**src/rtl/useq_pkg.sv**
```systemverilog
// Shared definitions for the microcoded control sequencer: opcodes, FSM states
// and microword field-position helpers derived from the block parameters.
package useq_pkg;

  localparam logic [3:0] OP_NEXT = 4'd0;
  localparam logic [3:0] OP_JMP  = 4'd1;
  localparam logic [3:0] OP_JC   = 4'd2;
  localparam logic [3:0] OP_JNC  = 4'd3;
  localparam logic [3:0] OP_CALL = 4'd4;
  localparam logic [3:0] OP_RET  = 4'd5;
  localparam logic [3:0] OP_HALT = 4'd6;
  localparam logic [3:0] OP_LDC  = 4'd7;
  localparam logic [3:0] OP_DJNZ = 4'd8;

  typedef enum logic [1:0] {
    ST_IDLE,
    ST_RUN,
    ST_HALT,
    ST_FAULT
  } state_t;

  // The select field is never narrower than one bit, even for a single condition.
  function automatic int csel_width(input int num_cond);
    return (num_cond <= 2) ? 1 : $clog2(num_cond);
  endfunction

  function automatic int word_width(input int num_dctrl, input int num_cond, input int log_mem);
    return num_dctrl + 4 + csel_width(num_cond) + log_mem;
  endfunction

  function automatic int op_lsb(input int num_cond, input int log_mem);
    return log_mem + csel_width(num_cond);
  endfunction

  function automatic int dctrl_lsb(input int num_cond, input int log_mem);
    return op_lsb(num_cond, log_mem) + 4;
  endfunction

endpackage

```
**src/rtl/useq_stack.sv**
```systemverilog
// Return-address LIFO for the sequencer; pointer runs 0..P_DEPTH, with a
// synchronous active-low clear in addition to the block reset.
module useq_stack
  import useq_pkg::*;
#(
  parameter int P_DEPTH = 4,
  parameter int P_WIDTH = 4
) (
  input  logic               clk,
  input  logic               rst,
  input  logic               clr,
  input  logic               push,
  input  logic               pop,
  input  logic [P_WIDTH-1:0] push_data,
  output logic [P_WIDTH-1:0] top,
  output logic               full,
  output logic               empty
);

  localparam int PW = $clog2(P_DEPTH + 1);

  logic [P_WIDTH-1:0] mem [P_DEPTH];
  logic [PW-1:0]      ptr;
  logic [PW-1:0]      ptr_dec;

  assign ptr_dec = ptr - 1'b1;
  assign full    = (ptr == PW'(P_DEPTH));
  assign empty   = (ptr == '0);
  assign top     = empty ? '0 : mem[ptr_dec];

  // Entries are not cleared; only the pointer decides what is valid.
  always_ff @(posedge clk) begin
    if (!rst || !clr) begin
      ptr <= '0;
    end else if (push && !full) begin
      mem[ptr] <= push_data;
      ptr      <= ptr + 1'b1;
    end else if (pop && !empty) begin
      ptr <= ptr_dec;
    end
  end

endmodule

```
**src/rtl/useq_ctrl.sv**
```systemverilog
// Microcoded control sequencer with condition jumps, call/return, halt, fault
// detection and a microcode load port. Loop counter ops enabled by USEQ_LOOP_EN.
module useq_ctrl
  import useq_pkg::*;
#(
  parameter int P_LOG_MEMSIZE    = 4,
  parameter int P_NUM_D_CTRLBITS = 5,
  parameter int P_NUM_COND       = 4,
  parameter int P_STACK_DEPTH    = 4
) (
  input  logic                         clk,
  input  logic                         rst,
  input  logic                         start,
  input  logic [P_NUM_COND-1:0]        cond,
  input  logic                         ld_we,
  input  logic [P_LOG_MEMSIZE-1:0]     ld_addr,
  input  logic [word_width(P_NUM_D_CTRLBITS, P_NUM_COND, P_LOG_MEMSIZE)-1:0] ld_data,
  output logic [P_NUM_D_CTRLBITS-1:0]  dp_ctrl,
  output logic [P_LOG_MEMSIZE-1:0]     upc,
  output logic                         busy,
  output logic                         halted,
  output logic                         fault
);

  localparam int CSW      = csel_width(P_NUM_COND);
  localparam int WW       = word_width(P_NUM_D_CTRLBITS, P_NUM_COND, P_LOG_MEMSIZE);
  localparam int OPL      = op_lsb(P_NUM_COND, P_LOG_MEMSIZE);
  localparam int DCL      = dctrl_lsb(P_NUM_COND, P_LOG_MEMSIZE);
  localparam int CEXT     = 2 ** CSW;
  localparam int MEMDEPTH = 2 ** P_LOG_MEMSIZE;

  state_t state;

  logic [WW-1:0]               imem [MEMDEPTH];
  logic [WW-1:0]               word;
  logic [P_NUM_D_CTRLBITS-1:0] dctrl;
  logic [3:0]                  op;
  logic [CSW-1:0]              csel;
  logic [P_LOG_MEMSIZE-1:0]    tgt;
  logic [P_LOG_MEMSIZE-1:0]    upc_inc;
  logic [CEXT-1:0]             cond_ext;
  logic                        cond_bit;

  logic                     stk_push;
  logic                     stk_pop;
  logic                     stk_clr;
  logic                     stk_full;
  logic                     stk_empty;
  logic [P_LOG_MEMSIZE-1:0] stk_top;

`ifdef USEQ_LOOP_EN
  logic [P_LOG_MEMSIZE-1:0] loop_cnt;
`endif

  // The store survives reset; a write landing on a reset edge is dropped.
  always_ff @(posedge clk) begin
    if (rst && ld_we && state != ST_RUN) begin
      imem[ld_addr] <= ld_data;
    end
  end

  assign word    = imem[upc];
  assign dctrl   = word[DCL +: P_NUM_D_CTRLBITS];
  assign op      = word[OPL +: 4];
  assign csel    = word[P_LOG_MEMSIZE +: CSW];
  assign tgt     = word[0 +: P_LOG_MEMSIZE];
  assign upc_inc = upc + 1'b1;

  // Selects beyond the implemented conditions read as zero.
  assign cond_ext = CEXT'(cond);
  assign cond_bit = cond_ext[csel];

  assign dp_ctrl = (state == ST_RUN) ? dctrl : '0;

  assign stk_push = (state == ST_RUN) && (op == OP_CALL) && !stk_full;
  assign stk_pop  = (state == ST_RUN) && (op == OP_RET) && !stk_empty;
  assign stk_clr  = !((state == ST_IDLE) && start);

  useq_stack #(
    .P_DEPTH (P_STACK_DEPTH),
    .P_WIDTH (P_LOG_MEMSIZE)
  ) u_stack (
    .clk       (clk),
    .rst       (rst),
    .clr       (stk_clr),
    .push      (stk_push),
    .pop       (stk_pop),
    .push_data (upc_inc),
    .top       (stk_top),
    .full      (stk_full),
    .empty     (stk_empty)
  );

  // Faults change nothing but the state and status flags, so upc stays on the culprit.
  always_ff @(posedge clk) begin
    if (!rst) begin
      state  <= ST_IDLE;
      upc    <= '0;
      busy   <= 1'b0;
      halted <= 1'b0;
      fault  <= 1'b0;
`ifdef USEQ_LOOP_EN
      loop_cnt <= '0;
`endif
    end else begin
      case (state)
        ST_IDLE: begin
          if (start) begin
            state <= ST_RUN;
            upc   <= '0;
            busy  <= 1'b1;
          end
        end
        ST_RUN: begin
          case (op)
            OP_NEXT: upc <= upc_inc;
            OP_JMP:  upc <= tgt;
            OP_JC:   upc <= cond_bit ? tgt : upc_inc;
            OP_JNC:  upc <= cond_bit ? upc_inc : tgt;
            OP_CALL: begin
              if (stk_full) begin
                state <= ST_FAULT;
                busy  <= 1'b0;
                fault <= 1'b1;
              end else begin
                upc <= tgt;
              end
            end
            OP_RET: begin
              if (stk_empty) begin
                state <= ST_FAULT;
                busy  <= 1'b0;
                fault <= 1'b1;
              end else begin
                upc <= stk_top;
              end
            end
            OP_HALT: begin
              state  <= ST_HALT;
              busy   <= 1'b0;
              halted <= 1'b1;
            end
`ifdef USEQ_LOOP_EN
            OP_LDC: begin
              loop_cnt <= tgt;
              upc      <= upc_inc;
            end
            OP_DJNZ: begin
              if (loop_cnt != '0) begin
                loop_cnt <= loop_cnt - 1'b1;
                upc      <= tgt;
              end else begin
                upc <= upc_inc;
              end
            end
`endif
            default: begin
              state <= ST_FAULT;
              busy  <= 1'b0;
              fault <= 1'b1;
            end
          endcase
        end
        ST_HALT, ST_FAULT: begin
          if (start) begin
            state  <= ST_IDLE;
            halted <= 1'b0;
            fault  <= 1'b0;
          end
        end
        default: state <= ST_IDLE;
      endcase
    end
  end

endmodule

```
**config.mk**
```make
export PLATFORM = sky130hd
export DESIGN_NAME = useq_ctrl
export DESIGN_NICKNAME = d
export VERILOG_FILES = /design/src/rtl/useq_pkg.sv /design/src/rtl/useq_stack.sv /design/src/rtl/useq_ctrl.sv
export SDC_FILE = /design/constraint.sdc
export NUM_CORES = 1
export LEC_CHECK = 0
export BUFFER_PORTS_ARGS = -buffer_cell sky130_fd_sc_hd__clkbuf_2
export CORE_MARGIN = 2
export CORE_UTILIZATION = 55
export DETAILED_ROUTE_END_ITERATION = 8
export PLACE_DENSITY = 0.8
export SLEW_MARGIN = 5
export SYNTH_ARGS = -nofsm -noshare
export SYNTH_HDL_FRONTEND = slang
export SYNTH_SLANG_ARGS = --single-unit
```
**constraint.sdc**
```tcl
create_clock -name clk -period 3.3 [get_ports clk]
set_input_delay 0.66 -clock clk [delete_from_list [all_inputs] [get_ports clk]]
set_output_delay 0.66 -clock clk [all_outputs]
set_load 0.01 [all_outputs]
```
; After elaboration in Yosys (flattened, before gate mapping)
; Memory sizes are Yosys's and may differ from the RTL's. A register that Yosys moved wholly into a read port is not among the register bits.
; Cells that the tools add are included.
[totals]
n_memories = 2
latch_bits = 0
in_bits = 27
wordCells = 97
register_bits = 12
ram_bits = 256
output_inout_bits = 12
mem_bits_ro = 0
[memory_table]
columns = name, depth, width, rd, rd_clocked_by_memory_dff, wr, line_no
row1 = imem, 16, 15, 1, 1, 1, useq_ctrl.sv:34  ; logic [WW-1:0] imem [MEMDEPTH];
row2 = u_stack.mem, 4, 4, 1, 0, 1, useq_stack.sv:22  ; logic [P_WIDTH-1:0] mem [P_DEPTH];
[classes]
multipliers = 0
n_addsub = 3
n_eq_ne = 21
n_reduce_logical = 27
n_lt_le_gt_ge = 1
shifts = 0
div = 0
bitwise_logic = 0
mux = 37
[ops]
columns = cell, count
row1 = $mux 4, 7
row2 = $pmux 4 s6, 1
row3 = $reduce_and 5->1, 4
row4 = $mux 1, 13
row5 = $eq 4x3->1 const B, 3
row6 = $logic_and 1x1->1, 9
row7 = $eq 4x2->1 const B, 2
row8 = $mux 2, 4
row9 = $ne 2x2->1 const B, 4
row10 = $pmux 2 s4, 1
row11 = $pmux 4 s2, 1
row12 = $ne 7x1->1 const B, 1
row13 = $mux 3, 2
row14 = $ne 3x2->1 const B, 2
row15 = $ne 3x3->1 const B, 2
row16 = $pmux 1 s2, 3
row17 = $pmux 1 s3, 2
row18 = $pmux 2 s3, 1
row19 = $reduce_bool 2->1, 3
row20 = $mux 5, 1
row21 = $reduce_or 5->1, 1
row22 = $add 4x1->4 const B, 1
row23 = $eq 2x2->1 const B, 2
row24 = $eq 4x1->1 const B, 1
row25 = 15 further kinds, 18

; Logic depth before layout (Yosys ltp)
[depth]
ltp_word = 7
depth_mapped = 13
mapped_depth_nobuf = 8

; Modules after synthesis
; Synthesis repeated with hierarchy kept, for this count alone.
[unflattened]
cells_unflattened = 585
hier_area_um2 = 11210.8
[by_module_without_submodules]
columns = mod, seq_area_each_um2, cells_each, n_inst, area_per_inst_um2
row1 = useq_ctrl, 7467.2, 518, 1, 10234.8
row2 = useq_stack, 540.5, 67, 1, 975.9

; Worst setup path before layout
; No wires, ideal clock.
[synth_timing]
path_kind = reg2out
from = reg (tool-made name)
to = out dp_ctrl[0]
slack_ns = 0.053
arrival_ns = 2.587
n_path_buf = 6
required_time_ns = 2.640
stages_incl_launch_ff = 10
path_cell_list = dfxtp_1 > buf_6 > buf_6 > buf_4 > buf_2 > clkbuf_1 > clkbuf_1 > mux4_2 > mux4_2 > nor2b_1
[synth_lines]
columns = item, line_no
row1 = end: declaration, useq_ctrl.sv:18  ; output logic [P_NUM_D_CTRLBITS-1:0] dp_ctrl,

==> impl_metrics.ini <==
[routing]
antenna_left = 0
firstDrtPassIters = 5
wirelength_um = 24180
drc = 0
drt-wirelength-per-cell_um = 25.11
vias_per_cell = 6.200
vias = 5971
drtIter0Drc = 636

[synth]
synthesis.area_um2 = 11150
syn_inst = 589
syn_nets = 622
seq_area_frac_synth_pct = 71.83
ys_ff_latch = 272
syn_avg_cell_area_um2 = 18.93
synthArstFlopShare_pct = 0
synth_flop_cell = edfxtp_1
yosys_warnings = 0
synth_edf_count = 256
synth_cell_type_count = 64

[critical_path]
arrival_ps = 2570
cp-start-kind = flip-flop
cp_max_fo = 8
crit_end = dp_ctrl[4]
required_ps = 2640
r2r_slack_ps = 190
worstRegToRegCells = 11
worstSetupEndpointType = output pin
crit_type = reg -> out

[timing]
relSlewSlack_pct = 51.59
maxSlewViolCount = 0
max_freq_mhz = 309.6
fin_crit_sh_pct = 97.87
setup_viol = 0
hold-worst-slack_ps = 472.3
finalHoldViolations = 0
setup-tns-final_ps = 0
tightest_slew_ps = 718.5
final.setup_skew_ps = 10.48
period_minus_slack_ps = 3230
rsz0062_at_grt = no

[global_route]
grt_first_pass_wirelength_um = 37080
antenna_found_initial = 0
overflow = 0
grt_pass1_vias = 6260
grt_max_degree = 26
grt_usage_pct = 23.28

[clock_tree]
hold_buffers = 0
numCtsBuffers = 27
clock_sinks = 272
clkTransAtPathRegs_ps = 60
clock_latency_ps = 540
root_buffer = clkbuf_16
clock_path_buffers = 3
htreeDepth = 1
cts_tree = built

[floorplan]
ios = 39
core_um2 = 20040
start_util_pct = 55.63
die-area_um2 = 21420
dieHeight_um = 146.4
fp-row-count = 52
dieWidth_um = 146.4

[power_and_ir_drop]
cellLeakagePower_nw = 4.150
p_per_area_nw_per_um2 = 557.2
vdd_drop_max_uv = 441.2

[placement]
port_buffers = 38
gp_congestion = 0.9038
dp_hpwl_um = 14700
placed_cell_area_um2 = 11850

[finish]
final_common_cell = edfxtp_1
drive_gt1_share_pct = 30.88
nets = 706
fin_area_um2 = 12760
area_growth_pct = 14.43
antenna_cells = 0
layout_common_cells = 256 x edfxtp_1, 67 x mux4_2, 40 x buf_4, 38 x clkbuf_2, 34 x nand2_1
utilization_pct = 63.66

[job]
cap_violations = 0

[run_status]
status = finished clean

[hold_path]
hp-class = in -> reg
[layer usage]
| metal | up-vias | GRT usage [%] | wire length [um] |
|---|---|---|---|
| met5 | - | 0 | 0 |
| met4 | 0 | 7.718 | 792 |
| met3 | 61 | 4.625 | 1740 |
| met2 | 268 | 40.07 | 12270 |
| met1 | 3074 | 30.14 | 9374 |
| li1 | 2568 | - | - |
[critical path: stages (launching register included)]
cell      delay (ps)
dfxtp_4          390
buf_12           140
buf_4            210
mux4_2           530
mux4_2           470
nor2b_1          160
clkbuf_2         130
[state kept, by name, indices dropped and copies added, names as in the netlist, named ones only]
register     flops
busy             1
upc              4
state            2
imem           240
fault            1
u_stack.ptr      3
halted           1
u_stack.mem     16
[layout make-up]
type / count / area [um^2]
flip-flops and latches: 272 / 8015
fillers: 1360 / 7282
multi-input cells: 281 / 2950
clock buffers: 33 / 698.2
repair buffers: 82 / 553.0
well taps: 270 / 337.8
clock inverters: 16 / 168.9
inverters: 9 / 33.78
[cells in the mapped netlist, drive strengths merged (3+ instances only)]
cell | n | share of area (%)
a21boi | 4 | 0.30
nor2b | 9 | 0.51
a31oi | 8 | 0.45
and2 | 6 | 0.34
nand2 | 34 | 1.1
a21oi | 15 | 0.67
nor3 | 8 | 0.45
o21ai | 10 | 0.48
edfxtp | 256 | 69
nor2 | 22 | 0.76
nor3b | 5 | 0.38
mux2i | 21 | 1.9
nand3 | 7 | 0.31
dfxtp | 16 | 2.9
a221oi | 5 | 0.56
ha | 6 | 0.67
buf | 19 | 1.3
mux4 | 67 | 14
nand2b | 8 | 0.45
or2 | 3 | 0.17
clkbuf | 8 | 0.27
o21bai | 3 | 0.20
inv | 9 | 0.30
a22oi | 4 | 0.31
nand3b | 3 | 0.20
and3 | 6 | 0.38
[worst min path at each step]
stage / start / slack (ps) / end / cells past startpoint
floorplan: state[1] / 500 / state[1] / 2
global placement: fault / 480 / fault / 2
detailed placement: halted / 520 / halted / 2
CTS: start / 460 / state[0] / 4
global route: start / 490 / state[0] / 4
finish: start / 470 / state[0] / 4
[logic make-up after synthesis]
family | synth area share [%]
flip-flops | 71.83
AO/OA/AOI/OAI | 4.242
multiplexers | 15.56
buffers and inverters | 1.886
AND/OR/NAND/NOR | 5.578
XOR/XNOR | 0.2357
adder cells (fa/ha/maj) | 0.6734
[metrics by stage]
stage / total power, mW / std cells / worst slack (ps)
2_1_floorplan: 4.053 / 589 / 53.35
3_3_place_gp: 4.166 / 912 / 257.7
3_5_place_dp: 4.178 / 912 / 246.5
4_1_cts: 7.157 / 962 / 35.13
5_1_grt: 7.297 / 963 / 6.131
6_report: 7.108 / 963 / 70.34
[where the power goes]
part | total (mW) | switching (mW) | internal [mW]
Combinational | 0.301 | 0.182 | 0.119
Clock | 3.00 | 1.25 | 1.75
Sequential | 3.81 | 0.0137 | 3.80
Total | 7.11 | 1.45 | 5.66
[what timing repair did]
item	CTS	global route
gates resized for setup	1	3
buffers inserted	3	1
setup endpoints to repair	3	6
endpoints found under the hold margin	0	0
gates cloned	0	0
Power figures use the tool's default switching activity.
